### config.mk
export PLATFORM = sky130hd
export DESIGN_NAME = if_fetch_queue_flat
export DESIGN_NICKNAME = d
export VERILOG_FILES = /design/src/rtl/if_fetch_queue_pkg.sv /design/src/rtl/if_fetch_queue_if.sv /design/src/rtl/if_fetch_queue_fetch_fifo.sv /design/src/rtl/if_fetch_queue.sv /design/src/flat_wrapper.sv
export SDC_FILE = /design/constraint.sdc
export NUM_CORES = 1
export LEC_CHECK = 0
export CORE_ASPECT_RATIO = 0.5
export CORE_UTILIZATION = 30
export DETAILED_ROUTE_END_ITERATION = 8
export PLACE_DENSITY_LB_ADDON = 0.12
export SLEW_MARGIN = 20
export SYNTH_ARGS = -nofsm -noshare
export SYNTH_HDL_FRONTEND = slang
export SYNTH_HIERARCHICAL = 1
export SYNTH_SLANG_ARGS = --single-unit
### constraint.sdc
create_clock -name clk -period 2.5 [get_ports clk]
set_input_delay 0.25 -clock clk [delete_from_list [all_inputs] [get_ports clk]]
set_output_delay 0.25 -clock clk [all_outputs]
set_load 0.02 [all_outputs]
### src/rtl/if_fetch_queue_pkg.sv
`default_nettype none
// ============================================================================
// Module      : if_fetch_queue_pkg
// Description : Shared widths, reset address and queue entry layout for the
//               instruction-fetch stage.
// Revision    : 1.0 - initial release
// ============================================================================
package if_fetch_queue_pkg;

    localparam logic [31:0] RESET_PC_DEFAULT = 32'h1c00_0000;
    localparam int          INST_W           = 32;
    localparam int          IF_TO_ID_W       = 64;

    typedef struct packed {
        logic [31:0]       pc;
        logic [INST_W-1:0] inst;
    } if_entry_t;

endpackage
`default_nettype wire

### src/rtl/if_fetch_queue_if.sv
`default_nettype none
// ============================================================================
// Module      : if_fetch_queue_if
// Description : Redirect, ID handshake and instruction SRAM signals of the
//               fetch stage.
// Revision    : 1.0 - initial release
// ============================================================================
interface if_fetch_queue_if
    import if_fetch_queue_pkg::*;
#(
    parameter int QDEPTH = 4
);
    localparam int CNT_W = $clog2(QDEPTH + 1);

    logic                  br_valid;
    logic [31:0]           br_target;
    logic                  id_allowin;
    logic                  if_validout;
    logic [IF_TO_ID_W-1:0] if_to_id_bus;
    logic [CNT_W-1:0]      q_count;
    logic                  inst_sram_en;
    logic [3:0]            inst_sram_we;
    logic [31:0]           inst_sram_addr;
    logic [31:0]           inst_sram_wdata;
    logic [INST_W-1:0]     inst_sram_rdata;

    modport slave (
        input  br_valid, br_target, id_allowin, inst_sram_rdata,
        output if_validout, if_to_id_bus, q_count,
               inst_sram_en, inst_sram_we, inst_sram_addr, inst_sram_wdata
    );

    modport master (
        output br_valid, br_target, id_allowin, inst_sram_rdata,
        input  if_validout, if_to_id_bus, q_count,
               inst_sram_en, inst_sram_we, inst_sram_addr, inst_sram_wdata
    );

endinterface
`default_nettype wire

### src/rtl/if_fetch_queue_fetch_fifo.sv
`default_nettype none
// ============================================================================
// Module      : fetch_fifo
// Description : Synchronous FIFO with flush; flush dominates push and pop.
// Revision    : 1.0 - initial release
// ============================================================================
module fetch_fifo #(
    parameter  int WIDTH = 64,
    parameter  int DEPTH = 4,
    localparam int CNT_W = $clog2(DEPTH + 1),
    localparam int PTR_W = $clog2(DEPTH)
) (
    input  wire logic             clk,
    input  wire logic             rst,
    input  wire logic             i_flush,
    input  wire logic             i_push,
    input  wire logic [WIDTH-1:0] i_wdata,
    input  wire logic             i_pop,
    output logic      [WIDTH-1:0] o_rdata,
    output logic      [CNT_W-1:0] o_count
);
    localparam logic [CNT_W-1:0] c_depth = CNT_W'(DEPTH);

    logic [WIDTH-1:0] r_mem [DEPTH];
    logic [PTR_W-1:0] r_wptr;
    logic [PTR_W-1:0] r_rptr;
    logic [CNT_W-1:0] r_count;
    logic             w_push;
    logic             w_pop;

    assign w_push  = i_push & ~i_flush & (r_count != c_depth);
    assign w_pop   = i_pop  & ~i_flush & (r_count != '0);
    assign o_rdata = r_mem[r_rptr];
    assign o_count = r_count;

    always_ff @(posedge clk) begin
        if (w_push) begin
            r_mem[r_wptr] <= i_wdata;
        end
    end

    // Power-of-two depth lets the pointers wrap on overflow
    always_ff @(posedge clk) begin
        if (rst || i_flush) begin
            r_wptr  <= '0;
            r_rptr  <= '0;
            r_count <= '0;
        end else begin
            if (w_push) r_wptr <= r_wptr + 1'b1;
            if (w_pop)  r_rptr <= r_rptr + 1'b1;
            unique case ({w_push, w_pop})
                2'b10:   r_count <= r_count + 1'b1;
                2'b01:   r_count <= r_count - 1'b1;
                default: r_count <= r_count;
            endcase
        end
    end

endmodule
`default_nettype wire

### src/rtl/if_fetch_queue.sv
`default_nettype none
// ============================================================================
// Module      : if_fetch_queue
// Description : Sequential instruction fetch with credit-limited issue, a
//               decoupling queue toward ID, and same-cycle branch redirect.
// Revision    : 1.0 - initial release
// ============================================================================
module if_fetch_queue
    import if_fetch_queue_pkg::*;
#(
    parameter logic [31:0] RESET_PC = RESET_PC_DEFAULT,
    parameter int          QDEPTH   = 4
) (
    input  wire logic       clk,
    input  wire logic       rst,
    if_fetch_queue_if.slave bus
);
    localparam int                 CNT_W    = $clog2(QDEPTH + 1);
    localparam logic [CNT_W:0]     c_qdepth = (CNT_W + 1)'(QDEPTH);

    logic [31:0]      r_fpc;
    logic             r_pend;
    logic [31:0]      r_pend_pc;
    logic [CNT_W-1:0] w_occ;
    logic [CNT_W:0]   w_inflight;
    logic             w_issue;
    logic [31:0]      w_addr;
    logic             w_pop;
    if_entry_t        w_push_entry;
    if_entry_t        w_head;
    logic             w_unused_tgt;

    assign w_unused_tgt = &{1'b0, bus.br_target[1:0]};

    // Queued entries plus the one in flight must never exceed the queue size
    assign w_inflight = {1'b0, w_occ} + {{CNT_W{1'b0}}, r_pend};
    assign w_issue    = ~rst & (bus.br_valid | (w_inflight < c_qdepth));
    assign w_addr     = bus.br_valid ? {bus.br_target[31:2], 2'b00} : r_fpc;

    always_ff @(posedge clk) begin
        if (rst) begin
            r_fpc     <= RESET_PC;
            r_pend    <= 1'b0;
            r_pend_pc <= '0;
        end else if (w_issue) begin
            r_fpc     <= w_addr + 32'd4;
            r_pend    <= 1'b1;
            r_pend_pc <= w_addr;
        end else begin
            r_pend    <= 1'b0;
        end
    end

    // A redirect flushes the queue, which also discards this cycle's response
    assign w_push_entry = '{pc: r_pend_pc, inst: bus.inst_sram_rdata};
    assign w_pop        = bus.if_validout & bus.id_allowin;

    fetch_fifo #(
        .WIDTH (IF_TO_ID_W),
        .DEPTH (QDEPTH)
    ) u_fifo (
        .clk     (clk),
        .rst     (rst),
        .i_flush (bus.br_valid),
        .i_push  (r_pend),
        .i_wdata (w_push_entry),
        .i_pop   (w_pop),
        .o_rdata (w_head),
        .o_count (w_occ)
    );

    assign bus.if_validout     = (w_occ != '0) & ~bus.br_valid;
    assign bus.if_to_id_bus    = w_head;
    assign bus.q_count         = w_occ;
    assign bus.inst_sram_en    = w_issue;
    assign bus.inst_sram_we    = 4'h0;
    assign bus.inst_sram_addr  = w_addr;
    assign bus.inst_sram_wdata = 32'h0;

endmodule
`default_nettype wire
### src/flat_wrapper.sv
// flat-port wrapper written by rule: the top's interface ports become plain ports
module if_fetch_queue_flat import if_fetch_queue_pkg::*;
#(
    parameter logic [31:0] RESET_PC = RESET_PC_DEFAULT,
    parameter int          QDEPTH   = 4
)
  (clk, rst, bus_br_valid, bus_br_target, bus_id_allowin, bus_inst_sram_rdata, bus_if_validout, bus_if_to_id_bus, bus_q_count, bus_inst_sram_en, bus_inst_sram_we, bus_inst_sram_addr, bus_inst_sram_wdata);
  if_fetch_queue_if #(.QDEPTH(QDEPTH)) bus_i ();
  input  wire logic clk;
  input  wire logic rst;
  input wire logic [$bits(bus_i.br_valid)-1:0] bus_br_valid;
  input wire logic [$bits(bus_i.br_target)-1:0] bus_br_target;
  input wire logic [$bits(bus_i.id_allowin)-1:0] bus_id_allowin;
  input wire logic [$bits(bus_i.inst_sram_rdata)-1:0] bus_inst_sram_rdata;
  output wire logic [$bits(bus_i.if_validout)-1:0] bus_if_validout;
  output wire logic [$bits(bus_i.if_to_id_bus)-1:0] bus_if_to_id_bus;
  output wire logic [$bits(bus_i.q_count)-1:0] bus_q_count;
  output wire logic [$bits(bus_i.inst_sram_en)-1:0] bus_inst_sram_en;
  output wire logic [$bits(bus_i.inst_sram_we)-1:0] bus_inst_sram_we;
  output wire logic [$bits(bus_i.inst_sram_addr)-1:0] bus_inst_sram_addr;
  output wire logic [$bits(bus_i.inst_sram_wdata)-1:0] bus_inst_sram_wdata;
  assign bus_i.br_valid = bus_br_valid;
  assign bus_i.br_target = bus_br_target;
  assign bus_i.id_allowin = bus_id_allowin;
  assign bus_i.inst_sram_rdata = bus_inst_sram_rdata;
  assign bus_if_validout = bus_i.if_validout;
  assign bus_if_to_id_bus = bus_i.if_to_id_bus;
  assign bus_q_count = bus_i.q_count;
  assign bus_inst_sram_en = bus_i.inst_sram_en;
  assign bus_inst_sram_we = bus_i.inst_sram_we;
  assign bus_inst_sram_addr = bus_i.inst_sram_addr;
  assign bus_inst_sram_wdata = bus_i.inst_sram_wdata;
  if_fetch_queue #(.RESET_PC(RESET_PC), .QDEPTH(QDEPTH)) u_core (.clk(clk), .rst(rst), .bus(bus_i));
endmodule
# After elaboration in Yosys (flattened, before gate mapping)
# Memory sizes are Yosys's and may differ from the RTL's. A register that Yosys moved wholly into a read port is not among the register bits.
# Index checks and enable logic that the tools add are counted.
dict set report totals {
  register_bits 72
  ramBits 256
  in_bits 68
  out_inout_bits 137
  elab_cells 37
  memories 1
}
dict set report op_classes {
  n_addsub 6
  n_lt_le_gt_ge 1
  eq_ne 3
  n_mux 7
  n_bitwise 10
  n_reduce_logical 3
}
# memory depth width read_ports rd_clocked_by_memory_dff write_ports line
set mem_list {}
lappend mem_list {u_core.u_fifo.r_mem 4 64 1 1 1 if_fetch_queue_fetch_fifo.sv:24} ;# logic [WIDTH-1:0] r_mem [DEPTH];
# op n
set op_table {}
lappend op_table {{32-bit by 3-bit adder with 32-bit output (second input constant)} 1}
lappend op_table {{32-bit two-way mux} 1}
lappend op_table {{1-bit AND} 7}
lappend op_table {{3-bit case mux with 2 select lines} 1}
lappend op_table {{2-bit by 1-bit adder with 2-bit output (second input constant)} 2}
lappend op_table {{3-bit by 1-bit adder with 4-bit output} 1}
lappend op_table {{4-bit by 3-bit < comparator with 1-bit output (second input constant)} 1}
lappend op_table {{2-bit two-way mux} 2}
lappend op_table {{3-bit by 1-bit adder with 3-bit output (second input constant)} 1}
lappend op_table {{1-bit two-way mux} 3}
lappend op_table {{3-bit inequality test (second input constant)} 1}
lappend op_table {{3-bit nonzero test} 1}
lappend op_table {{3-bit by 1-bit subtractor with 3-bit output (second input constant)} 1}
lappend op_table {{2-bit by 1-bit == test with 1-bit output (second input constant)} 1}
lappend op_table {{2-bit == test (second input constant)} 1}
lappend op_table {{1-bit NOT} 2}
lappend op_table {{2-bit nonzero test} 1}
lappend op_table {{1-bit logical OR} 1}
lappend op_table {{1-bit OR} 1}

# Depth between registers and ports, before layout
# Gate-level depths: netlist (run 1).
dict set report logic_depth {
  depth_word 7
  depth_mapped 13
  mapped_depth_nobuf 10
}

# Modules after synthesis
# The synthesis (run 1) kept the hierarchy.
# module instances cells_each area_per_inst_um2 seq_area_each_um2
set by_module_without_submodules {}
lappend by_module_without_submodules {fetch_fifo 1 390 9839.4 7867.5}
lappend by_module_without_submodules {if_fetch_queue 1 460 3764.9 1261.2}

# Worst setup path after synthesis (run 1)
# Ideal clock, no wire load.
dict set report synth_path {
  path_kind {input to register}
  from {input bus_br_valid}
  to {register u_core.u_fifo.r_count[2], in the netlist u_core/u_fifo/o_count[2]}
  arrival_time_ns 2.893
  slack_ns -0.469
  stages 13
  path_buffers 4
  cell_sequence {buf_6 > buf_4 > buf_2 > buf_2 > nor2_1 > and2_1 > nor3b_2 > ha_1 > inv_1 > fa_1 > xor2_1 > or3_1 > a21boi_0}
}
dict set report synth_between {
  elab_chain_cells 7
}
# item line
set synth_rtl {}
lappend synth_rtl {{start, declared} flat_wrapper.sv:11} ;# input wire logic [$bits(bus_i.br_valid)-1:0] bus_br_valid;
lappend synth_rtl {{1-bit NOT *} if_fetch_queue.sv:72} ;# assign bus.if_validout = (w_occ != '0) & ~bus.br_valid;
lappend synth_rtl {{1-bit AND *} if_fetch_queue.sv:72}
lappend synth_rtl {{via bus_if_validout} flat_wrapper.sv:15} ;# output wire logic [$bits(bus_i.if_validout)-1:0] bus_if_validout;
lappend synth_rtl {{1-bit AND *} if_fetch_queue.sv:56} ;# assign w_pop = bus.if_validout & bus.id_allowin;
lappend synth_rtl {{via u_core.w_pop} if_fetch_queue.sv:28} ;# logic w_pop;
lappend synth_rtl {{1-bit AND * (2 in a row)} if_fetch_queue_fetch_fifo.sv:32} ;# assign w_pop = i_pop & ~i_flush & (r_count != '0);
lappend synth_rtl {{via u_core.u_fifo.w_pop} if_fetch_queue_fetch_fifo.sv:29} ;# logic w_pop;
lappend synth_rtl {{2-bit by 1-bit == test with 1-bit output or 2-bit == test (tied branches)} if_fetch_queue_fetch_fifo.sv:51} ;# unique case ({w_push, w_pop})
lappend synth_rtl {{3-bit case mux with 2 select lines or 2-bit nonzero test (tied branches)} --}
lappend synth_rtl {{end signal, assigned} if_fetch_queue_fetch_fifo.sv:52} ;# 2'b10: r_count <= r_count + 1'b1;
lappend synth_rtl {{end signal, assigned} if_fetch_queue_fetch_fifo.sv:53} ;# 2'b01: r_count <= r_count - 1'b1;
lappend synth_rtl {{end signal, assigned} if_fetch_queue_fetch_fifo.sv:54} ;# default: r_count <= r_count;
lappend synth_rtl {{end, declared} if_fetch_queue_fetch_fifo.sv:27} ;# logic [CNT_W-1:0] r_count;
# Mark *: on every way through the listed nets, which the timed path passes. The rest lies on a longest branch.
# A chain may end at the register's enable or synchronous reset.

==> results of run 1 <==
[sequential cells by signal, indices dropped and copies added (netlist names), named ones only]
register and cells:
u_core/r_fpc 32, u_core/r_pend_pc 30, u_core/u_fifo/r_rptr 2, u_core/u_fifo/r_wptr 2, u_core/r_pend 1, u_core/u_fifo/o_count 3
u_core/u_fifo/r_mem 256
[cells by family after synthesis]
family                   count (synthesis)  share of synthesized area, %
AO/OA/AOI/OAI                          104                          5.50
XOR/XNOR                                15                         0.966
adder cells (fa/ha/maj)                  7                         0.699
buffers and inverters                  116                          4.86
flip-flops                             328                          67.1
multiplexers                            95                          13.6
other                                    1                        0.0276
AND/OR/NAND/NOR                        184                          7.27
[power by group]
| group | leakage [nW] | internal [mW] | switching [mW] |
|---|---|---|---|
| sequential | 2.94 | 6.01 | 0.0897 |
| combinational | 2.77 | 0.415 | 0.519 |
| clock | 0.469 | 2.49 | 2.10 |
| total | 6.18 | 8.92 | 2.71 |
[through the flow]
step | total power, mW | TNS, ns
finish | 11.6 | 0
global route | 12.1 | -0.0353
CTS | 11.8 | -0.123
detailed placement | 7.20 | 0
global placement | 7.18 | 0
floorplan | 6.71 | -0.238
[worst paths after layout]
check,cells after the start,to,slack [ns],startpoint
min reg2reg,2,u_core/r_fpc[8]$_SDFFE_PP0P_,0.47,u_core/r_fpc[8]$_SDFFE_PP0P_
max,4,bus_if_to_id_bus[23],0.06,register
min,5,u_core/r_pend$_SDFF_PP0_,0.28,rst
max reg2reg,10,u_core/u_fifo/o_count[2]$_SDFFE_PP0P_,0.13,u_core/u_fifo/o_count[0]$_SDFFE_PP0P_
[repair_timing]
item                       4_1_cts  5_1_grt
cloned                           2        0
setup endpoints to repair       63       30
setup buffers                   13        0
gates resized for setup        133       31
[worst max-delay path: stages, from the launching register on]
cell             delay [ns]
dfxtp_4                0.38
buf_12                 0.14
buf_12                 0.16
mux4_1                 0.59
clkdlybuf4s15_1        0.31
[area by class of cell]
cell class                      count  area, um^2
Inverter                           35         131
Multi-Input combinational cell    441        3960
Sequential cell                   328        9140
Tap cell                          588         736
Timing Repair Buffer              251        2500
Clock buffer                       35         791
Clock inverter                     22         183
Fill cell                        4149       26700
[metal layers]
metal  GRT usage (%)  vias to the layer above  share of wire (%)
met5               0                        -                  0
met4            2.94                        0                1.4
met3            2.59                       37                4.0
met2            25.8                      159                 50
met1            19.8                     4153                 44
li1                -                     3757                  -
[placed cells by master, fill, tap and decap left out, types with 11 or more instances in the layout]
| cell type | netlist | final |
|---|---|---|
| edfxtp_1 | 256 | 256 |
| clkdlybuf4s50_1 | 0 | 99 |
| dfxtp_1 | 72 | 69 |
| buf_4 | 39 | 63 |
| mux4_2 | 40 | 45 |
| nor2_1 | 39 | 37 |
| conb_1 | 1 | 36 |
| inv_1 | 35 | 35 |
| nand2_1 | 35 | 35 |
| clkbuf_16 | 0 | 31 |
| nand3_1 | 30 | 30 |
| dlygate4sd2_1 | 0 | 29 |
| a211oi_1 | 27 | 27 |
| mux2i_1 | 26 | 26 |
| buf_12 | 0 | 22 |
| mux4_1 | 24 | 19 |
| o21ai_0 | 18 | 18 |
| nand4_1 | 17 | 17 |
| nor3_1 | 15 | 15 |
| a21oi_1 | 15 | 15 |
| buf_2 | 14 | 11 |
==> impl_metrics.ini, run 1 <==
[finish]
drive_gt1_share_pct = 20.7
finalNonFillerCells = 1700
utilization_pct = 39.5
area_delta_synth_final_pct = 28.2
final_nets = 1163
post-route-cell-area_um2 = 17400
antenna_cells = 0

[place]
post-dp-hpwl_mm = 23.2
numPortBuffers = 166
gp_congestion = 0.809
dp.cells = 1629
dp_slack_ns = 0.0676
placed_area_um2 = 16400

[cts]
cts_buffers = 31
cts_hold_buf = 0
cts_tree = built
cts.path.max_buffers = 3
worstSkewPairLatency_ns = 0.60
cts-root-buf = clkbuf_16
clk_pin_slew_worst_paths_ns = 0.07
htree_levels = 1
cts.sinks = 328

[drt]
avgViaCountPerCell = 4.77
drc = 0
drtIter0Drc = 491
ant_nets = 0
wl_per_cell_um = 20.3
drtPass1Iterations = 5
vias = 8106
routed_wl_mm = 34.6

[yosys]
synth-edff-count = 256
synthTopCellsByArea = edfxtp_1 57%, dfxtp_1 11%, mux4_2 6.6%
ys_warn_count = 6
synth.top_cell.area_share_pct = 56.5
synthFlopType = edfxtp_1
synth_most_common_cell = edfxtp_1
synth-seq-cells = 328
synth_common_cells = 256 x edfxtp_1, 72 x dfxtp_1, 40 x mux4_2
synth_top_cell_by_area = edfxtp_1
syn_avg_cell_area_um2 = 16.0
synth_cell_type_count = 66
synthArstFlopShare_pct = 0
synthCells = 850
synth.cell_area_um2 = 13600
ys_seq_area_share_pct = 67.1

[global_route]
overflow = 0
grt_pass1_vias = 8496
grt_max_degree = 54
grt_pass1_wl_mm = 52.3
antenna_found_initial = 1
groute.usage.overall_pct = 15.0

[hold_path]
hp-class = primary input to register

[critical_path]
critPathMaxFanout = 11
critPathLaunchType = register
path_class = register to output pin
critPathCaptureType = output pin
crit_required_ns = 2.25
worstPathArrival_ns = 2.19

[timing]
period_minus_slack_ns = 2.44
worstMarginPinSlew_ns = 0.661
grt_setup_unrepaired = true
finalSetupViolCount = 0
min_period_over_period_pct = 97.4
drv_slew = 0
fin_skew_ns = 0.0105
finalHoldViolCount = 0
setup_ws_ns = 0.0650
relSlewSlack_pct = 56.0
holdWs_ns = 0.281
max_freq_ghz = 0.411

[pwr]
power_density_nw_per_um2 = 667
ir_drop_uv = 442
leakage_nw = 6.18

[floorplanning]
rows = 54
fp.dieArea_um2 = 46300
die_w_um = 303
ios = 205
core-area_um2 = 44100
start_util_pct = 30.8
die_h_um = 153

[outcome]
status = finished clean

[job]
max-cap-violations = 0
No activity file was read; power rests on OpenSTA's default activity.
==> run 2, diff against run 1 <==
--- a/config.mk
+++ b/config.mk
@@ -5,8 +5,10 @@
 export SDC_FILE = /design/constraint.sdc
 export NUM_CORES = 1
 export LEC_CHECK = 0
-export CORE_ASPECT_RATIO = 0.5
+export CAP_MARGIN = 15
+export CORE_ASPECT_RATIO = 0.6
 export CORE_UTILIZATION = 30
+export CTS_BUF_LIST = sky130_fd_sc_hd__clkbuf_4
 export DETAILED_ROUTE_END_ITERATION = 8
 export PLACE_DENSITY_LB_ADDON = 0.12
 export SLEW_MARGIN = 20
==> run 2 against run 1 <==
Worst hold slack got worse by 0.13 ns. Wire length up 5.2%. Design area grew 1.0%. Combinational power up 3.0%. Worst setup slack worse by 0.050 ns. Power is 0.45% higher. Clock power hardly changed. Die area about the same. Global-route usage increased by 0.73 points. Core utilization is 0.16 points lower. Sequential power about the same. Largest power group unchanged. Highest routed layer unchanged.
==> impl_metrics.ini, run 2 (synthesis results as in run 1) <==
[drt]
routed_wl_mm = 36.4
wl_met2_mm = 16.2
top_layer_used = met4
drtIter0Drc = 473
avgViaCountPerCell = 4.71
drtPass1Iterations = 7
ant_nets = 0
wl_met3_mm = 2.04
vias = 8507
wl_per_cell_um = 20.1
drc = 0
wl_met1_mm = 17.3

[timing]
drv_slew = 0
holdWs_ns = 0.156
max_freq_ghz = 0.402
relSlewSlack_pct = 64.5
finalHoldViolCount = 0
fin_skew_ns = 0.0341
grt_setup_unrepaired = true
finalSetupViolCount = 0
period_minus_slack_ns = 2.49
worstMarginPinSlew_ns = 0.532
tns_ns = 0
min_period_over_period_pct = 99.4

[floorplanning]
start_util_pct = 30.4
rows = 60
die_w_um = 277
die_h_um = 167
ios = 205
core-area_um2 = 44700
fp.dieArea_um2 = 46200

[finish]
layout_commonest_cell = edfxtp_1
finalNonFillerCells = 1807
layout_common_cells = 256 x edfxtp_1, 120 x clkbuf_4, 98 x clkdlybuf4s50_1
top_register = u_core/u_fifo/r_mem
largest_reg_flops = 256
drive_gt1_share_pct = 31.3
final_nets = 1228
reg_top3 = u_core/u_fifo/r_mem: 256 flops, u_core/r_fpc: 32 flops, u_core/r_pend_pc: 30 flops
area_delta_synth_final_pct = 29.5

[critical_path]
crit_required_ns = 2.25
worstRegToRegCells = 10
r2r_setup_slack_ns = 0.20
critPathLaunchType = register
worstPathArrival_ns = 2.24
path_class = register to output pin
critPathCaptureType = output pin
critPathMaxFanout = 5

[job]
max-cap-violations = 0

[global_route]
overflow = 0
grt_max_degree = 54
grt_pass1_wl_mm = 54.6
antenna_found_initial = 1
grt_pass1_vias = 8734
groute.usage.overall_pct = 15.7

[cts]
cts.sinks = 328
cts_tree = built
htree_levels = 3
cts.path.max_buffers = 3
cts_buffers = 83
clk_pin_slew_worst_paths_ns = 0.07
cts-root-buf = clkbuf_4
worstSkewPairLatency_ns = 0.74

[place]
numPortBuffers = 166
post-dp-hpwl_mm = 23.3
gp_congestion = 0.774
dp.cells = 1631

[outcome]
status = finished clean

[pwr]
p_total_mw = 11.7
leakage_nw = 6.39
ir_drop_uv = 308
power_density_nw_per_um2 = 663

[hold_path]
min_delay_path_depth = 1
hp-class = primary input to register
[run 2: worst paths after layout]
path                                               from                                     to
setup / recovery                               register                   bus_if_to_id_bus[34]
hold / removal                  bus_inst_sram_rdata[15]   u_core/u_fifo/r_mem[1][15]$_DFFE_PP_
setup reg to reg  u_core/u_fifo/o_count[0]$_SDFFE_PP0P_  u_core/u_fifo/o_count[2]$_SDFFE_PP0P_
hold reg to reg            u_core/r_fpc[8]$_SDFFE_PP0P_           u_core/r_fpc[8]$_SDFFE_PP0P_
[run 2: area by class of cell]
cell class | instances | area, um^2
Sequential cell | 328 | 9150
Clock buffer | 120 | 901
Timing Repair Buffer | 264 | 2560
Fill cell | 4261 | 27100
Clock inverter | 28 | 163
Antenna cell | 2 | 5.00
Tap cell | 589 | 737
Multi-Input combinational cell | 441 | 3970
Inverter | 35 | 131
[run 2: timing repair]
| item | in CTS | in global routing |
|---|---|---|
| buffers inserted | 8 | 12 |
| setup endpoints to repair | 67 | 60 |
| hold buffers | 3 | 0 |
| endpoints found under the hold margin | 43 | 0 |
| cloned | 0 | 3 |
| gates resized for setup | 257 | 87 |
[run 2: worst max-delay path, stage by stage, from the launching register on]
cell	delay, ns
dfxtp_4	0.42
buf_12	0.12
clkbuf_16	0.14
buf_6	0.10
mux4_2	0.57
buf_6	0.17
[run 2: power breakdown]
part           switching (mW)  internal, mW
clock network            2.20          2.42
logic                   0.540         0.423
registers              0.0930          6.01
total                    2.83          8.85
[run 2: routing by layer]
metal | GRT usage, % | up-vias
li1 | - | 3937
met1 | 21.7 | 4283
met2 | 23.6 | 214
met3 | 4.62 | 73
met4 | 5.07 | 0
met5 | 0 | -
[run 2: stage by stage]
stage / worst slack [ns] / area [um^2] / utilization [%]
2_1_floorplan: -0.233 / 13800 / -
3_3_place_gp: 0.0722 / 16400 / 36.6
3_5_place_dp: 0.0148 / 16400 / 36.6
4_1_cts: -0.166 / 17400 / 38.8
5_1_grt: -0.126 / 17600 / 39.4
6_report: 0.0149 / 17600 / 39.4
==> run 3, diff against run 2 <==
--- a/config.mk
+++ b/config.mk
@@ -9,6 +9,7 @@
 export CORE_ASPECT_RATIO = 0.6
 export CORE_UTILIZATION = 30
 export CTS_BUF_LIST = sky130_fd_sc_hd__clkbuf_4
+export CTS_CLUSTER_DIAMETER = 40
 export DETAILED_ROUTE_END_ITERATION = 8
 export PLACE_DENSITY_LB_ADDON = 0.12
 export SLEW_MARGIN = 20
==> constraint.sdc (replaced) <==
create_clock -name clk -period 2.5 [get_ports clk]
set_input_delay 0.25 -clock clk [delete_from_list [all_inputs] [get_ports clk]]
set_output_delay 0.25 -clock clk [all_outputs]
set_load 0.01 [all_outputs]
==> run 3 against run 2 <==
The run now ends with setup timing left. Maximum frequency down 1.4%. Via count is 0.80% lower. Core utilization rose by 0.22 points. Global-route usage up 0.37 points. Worst setup slack got worse by 0.036 ns. Final cell count is 0.61% lower. Non-clock buffer count down 9. Critical path depth is the same. First-iteration DRC count grew 25%. Clock power increased by 2%. Sequential share of layout area down 0.34 points. Power down 0.12%. Largest power group unchanged.
==> impl_metrics.ini, run 3 (synthesis results as in run 1) <==
[timing]
setup_ws_ns = -0.0207
grt_setup_unrepaired = true
finalSetupViolCount = 1
finalHoldViolCount = 0
worstMarginPinSlew_ns = 0.477
fin_skew_ns = 0.0468
drv_slew = 0
period_minus_slack_ns = 2.52
max_freq_ghz = 0.397
tns_ns = -0.0207
holdWs_ns = 0.149
relSlewSlack_pct = 67.3
min_period_over_period_pct = 101

[critical_path]
critPathMostFrequentCell = buf_6
worstPathArrival_ns = 2.27
critPathLaunchType = register
path_class = register to output pin
crit_required_ns = 2.25
critPathMaxFanout = 4
slowest_stage = mux4_2
path_cells = buf_12 > buf_16 > buf_6 > mux4_2 > buf_6
critPathMaxStageDelay_ns = 0.60
worstRegToRegCells = 10
critPathCaptureType = output pin

[drt]
drc = 0
wl_per_cell_um = 20.3
drtIter0Drc = 592
routed_wl_mm = 36.5
ant_nets = 0
avgViaCountPerCell = 4.70
vias = 8439
drtPass1Iterations = 6

[finish]
reg_top3 = u_core/u_fifo/r_mem: 256 flops, u_core/r_fpc: 32 flops, u_core/r_pend_pc: 30 flops
layout_commonest_cell = edfxtp_1
layout_common_cells = 256 x edfxtp_1, 126 x clkbuf_4, 99 x clkdlybuf4s50_1
area_delta_synth_final_pct = 30.2
largest_reg_flops = 256
drive_gt1_share_pct = 31.9
utilization_pct = 39.6
final_nets = 1219
top_register = u_core/u_fifo/r_mem

[cts]
cts-root-buf = clkbuf_4
htree_levels = 3
clk_pin_slew_worst_paths_ns = 0.07
cts_tree = built
cts.path.max_buffers = 3
cts.sinks = 328
cts_buffers = 83
worstSkewPairLatency_ns = 0.75

[global_route]
grt_pass1_vias = 8628
overflow = 0
antenna_found_initial = 1
grt_pass1_wl_mm = 55.5
groute.usage.overall_pct = 16.1
grt_max_degree = 76

[outcome]
violations = setup timing
status = finished, violations left

[floorplanning]
die_w_um = 277
core-area_um2 = 44700
fp.dieArea_um2 = 46200
rows = 60
start_util_pct = 30.4
ios = 205
die_h_um = 167

[place]
numPortBuffers = 166
post-dp-hpwl_mm = 23.0
gp_congestion = 0.783

[pwr]
leakage_nw = 6.37
power_density_nw_per_um2 = 659
ir_drop_uv = 308

[hold_path]
min_delay_path_depth = 1
hp-class = primary input to register

[job]
max-cap-violations = 0
## run 3: cell type report
type,count,area [um^2]
tap,589,737
inverter,35,131
multi-input combinational,441,3910
fill,4223,27000
antenna,1,2.50
timing repair buffer,255,2700
clock inverter,21,145
clock buffer,126,946
sequential,328,9140
## run 3: where the power goes
group	internal (mW)	switching (mW)
registers	6.01	0.0900
clock network	2.50	2.19
logic	0.427	0.448
total	8.95	2.73
## run 3: stage by stage
stage          area, um^2  cells  total power, mW  worst slack [ns]
3_3_place_gp        16300   1622             7.10            0.0954
6_report            17700   1796             11.7           -0.0207
3_5_place_dp        16300   1622             7.10            0.0786
5_1_grt             17700   1796             12.3            -0.137
2_1_floorplan       13800    885             6.62            0.0168
4_1_cts             17700   1794             11.9            -0.175
## run 3: final timing paths
path | startpoint | endpoint | slack (ns)
worst max register to register | u_core/u_fifo/o_count[2]$_SDFFE_PP0P_ | u_core/u_fifo/o_count[2]$_SDFFE_PP0P_ | 0.27
worst max-delay path | register | bus_if_to_id_bus[48] | -0.02
worst min-delay path | bus_inst_sram_rdata[27] | u_core/u_fifo/r_mem[3][27]$_DFFE_PP_ | 0.15
worst min register to register | u_core/r_fpc[23]$_SDFFE_PP0P_ | u_core/r_fpc[23]$_SDFFE_PP0P_ | 0.48
## run 3: critical path: cells and delay by family, from the launching register on
kind	cells	cell delay [ns]
muxes	1	0.60
buffers and inverters	4	0.51
DFF	1	0.43
## run 3: routing by layer
| metal | vias to the layer above | share of wire [%] | track usage [%] | wire [um] |
|---|---|---|---|---|
| met2 | 225 | 44 | 23.3 | 16000 |
| met5 | - | 0 | 0 | 0 |
| met4 | 0 | 1.5 | 4.57 | 544 |
| li1 | 3903 | - | - | - |
| met1 | 4254 | 50 | 23.7 | 18200 |
| met3 | 57 | 5.1 | 3.91 | 1870 |
## run 3: repair_timing
item,in CTS,in global routing
hold endpoints to repair,40,0
endpoints found under the setup margin,66,61
hold buffers,1,0
gates resized for setup,320,27
buffers inserted,17,4
cloned,7,0
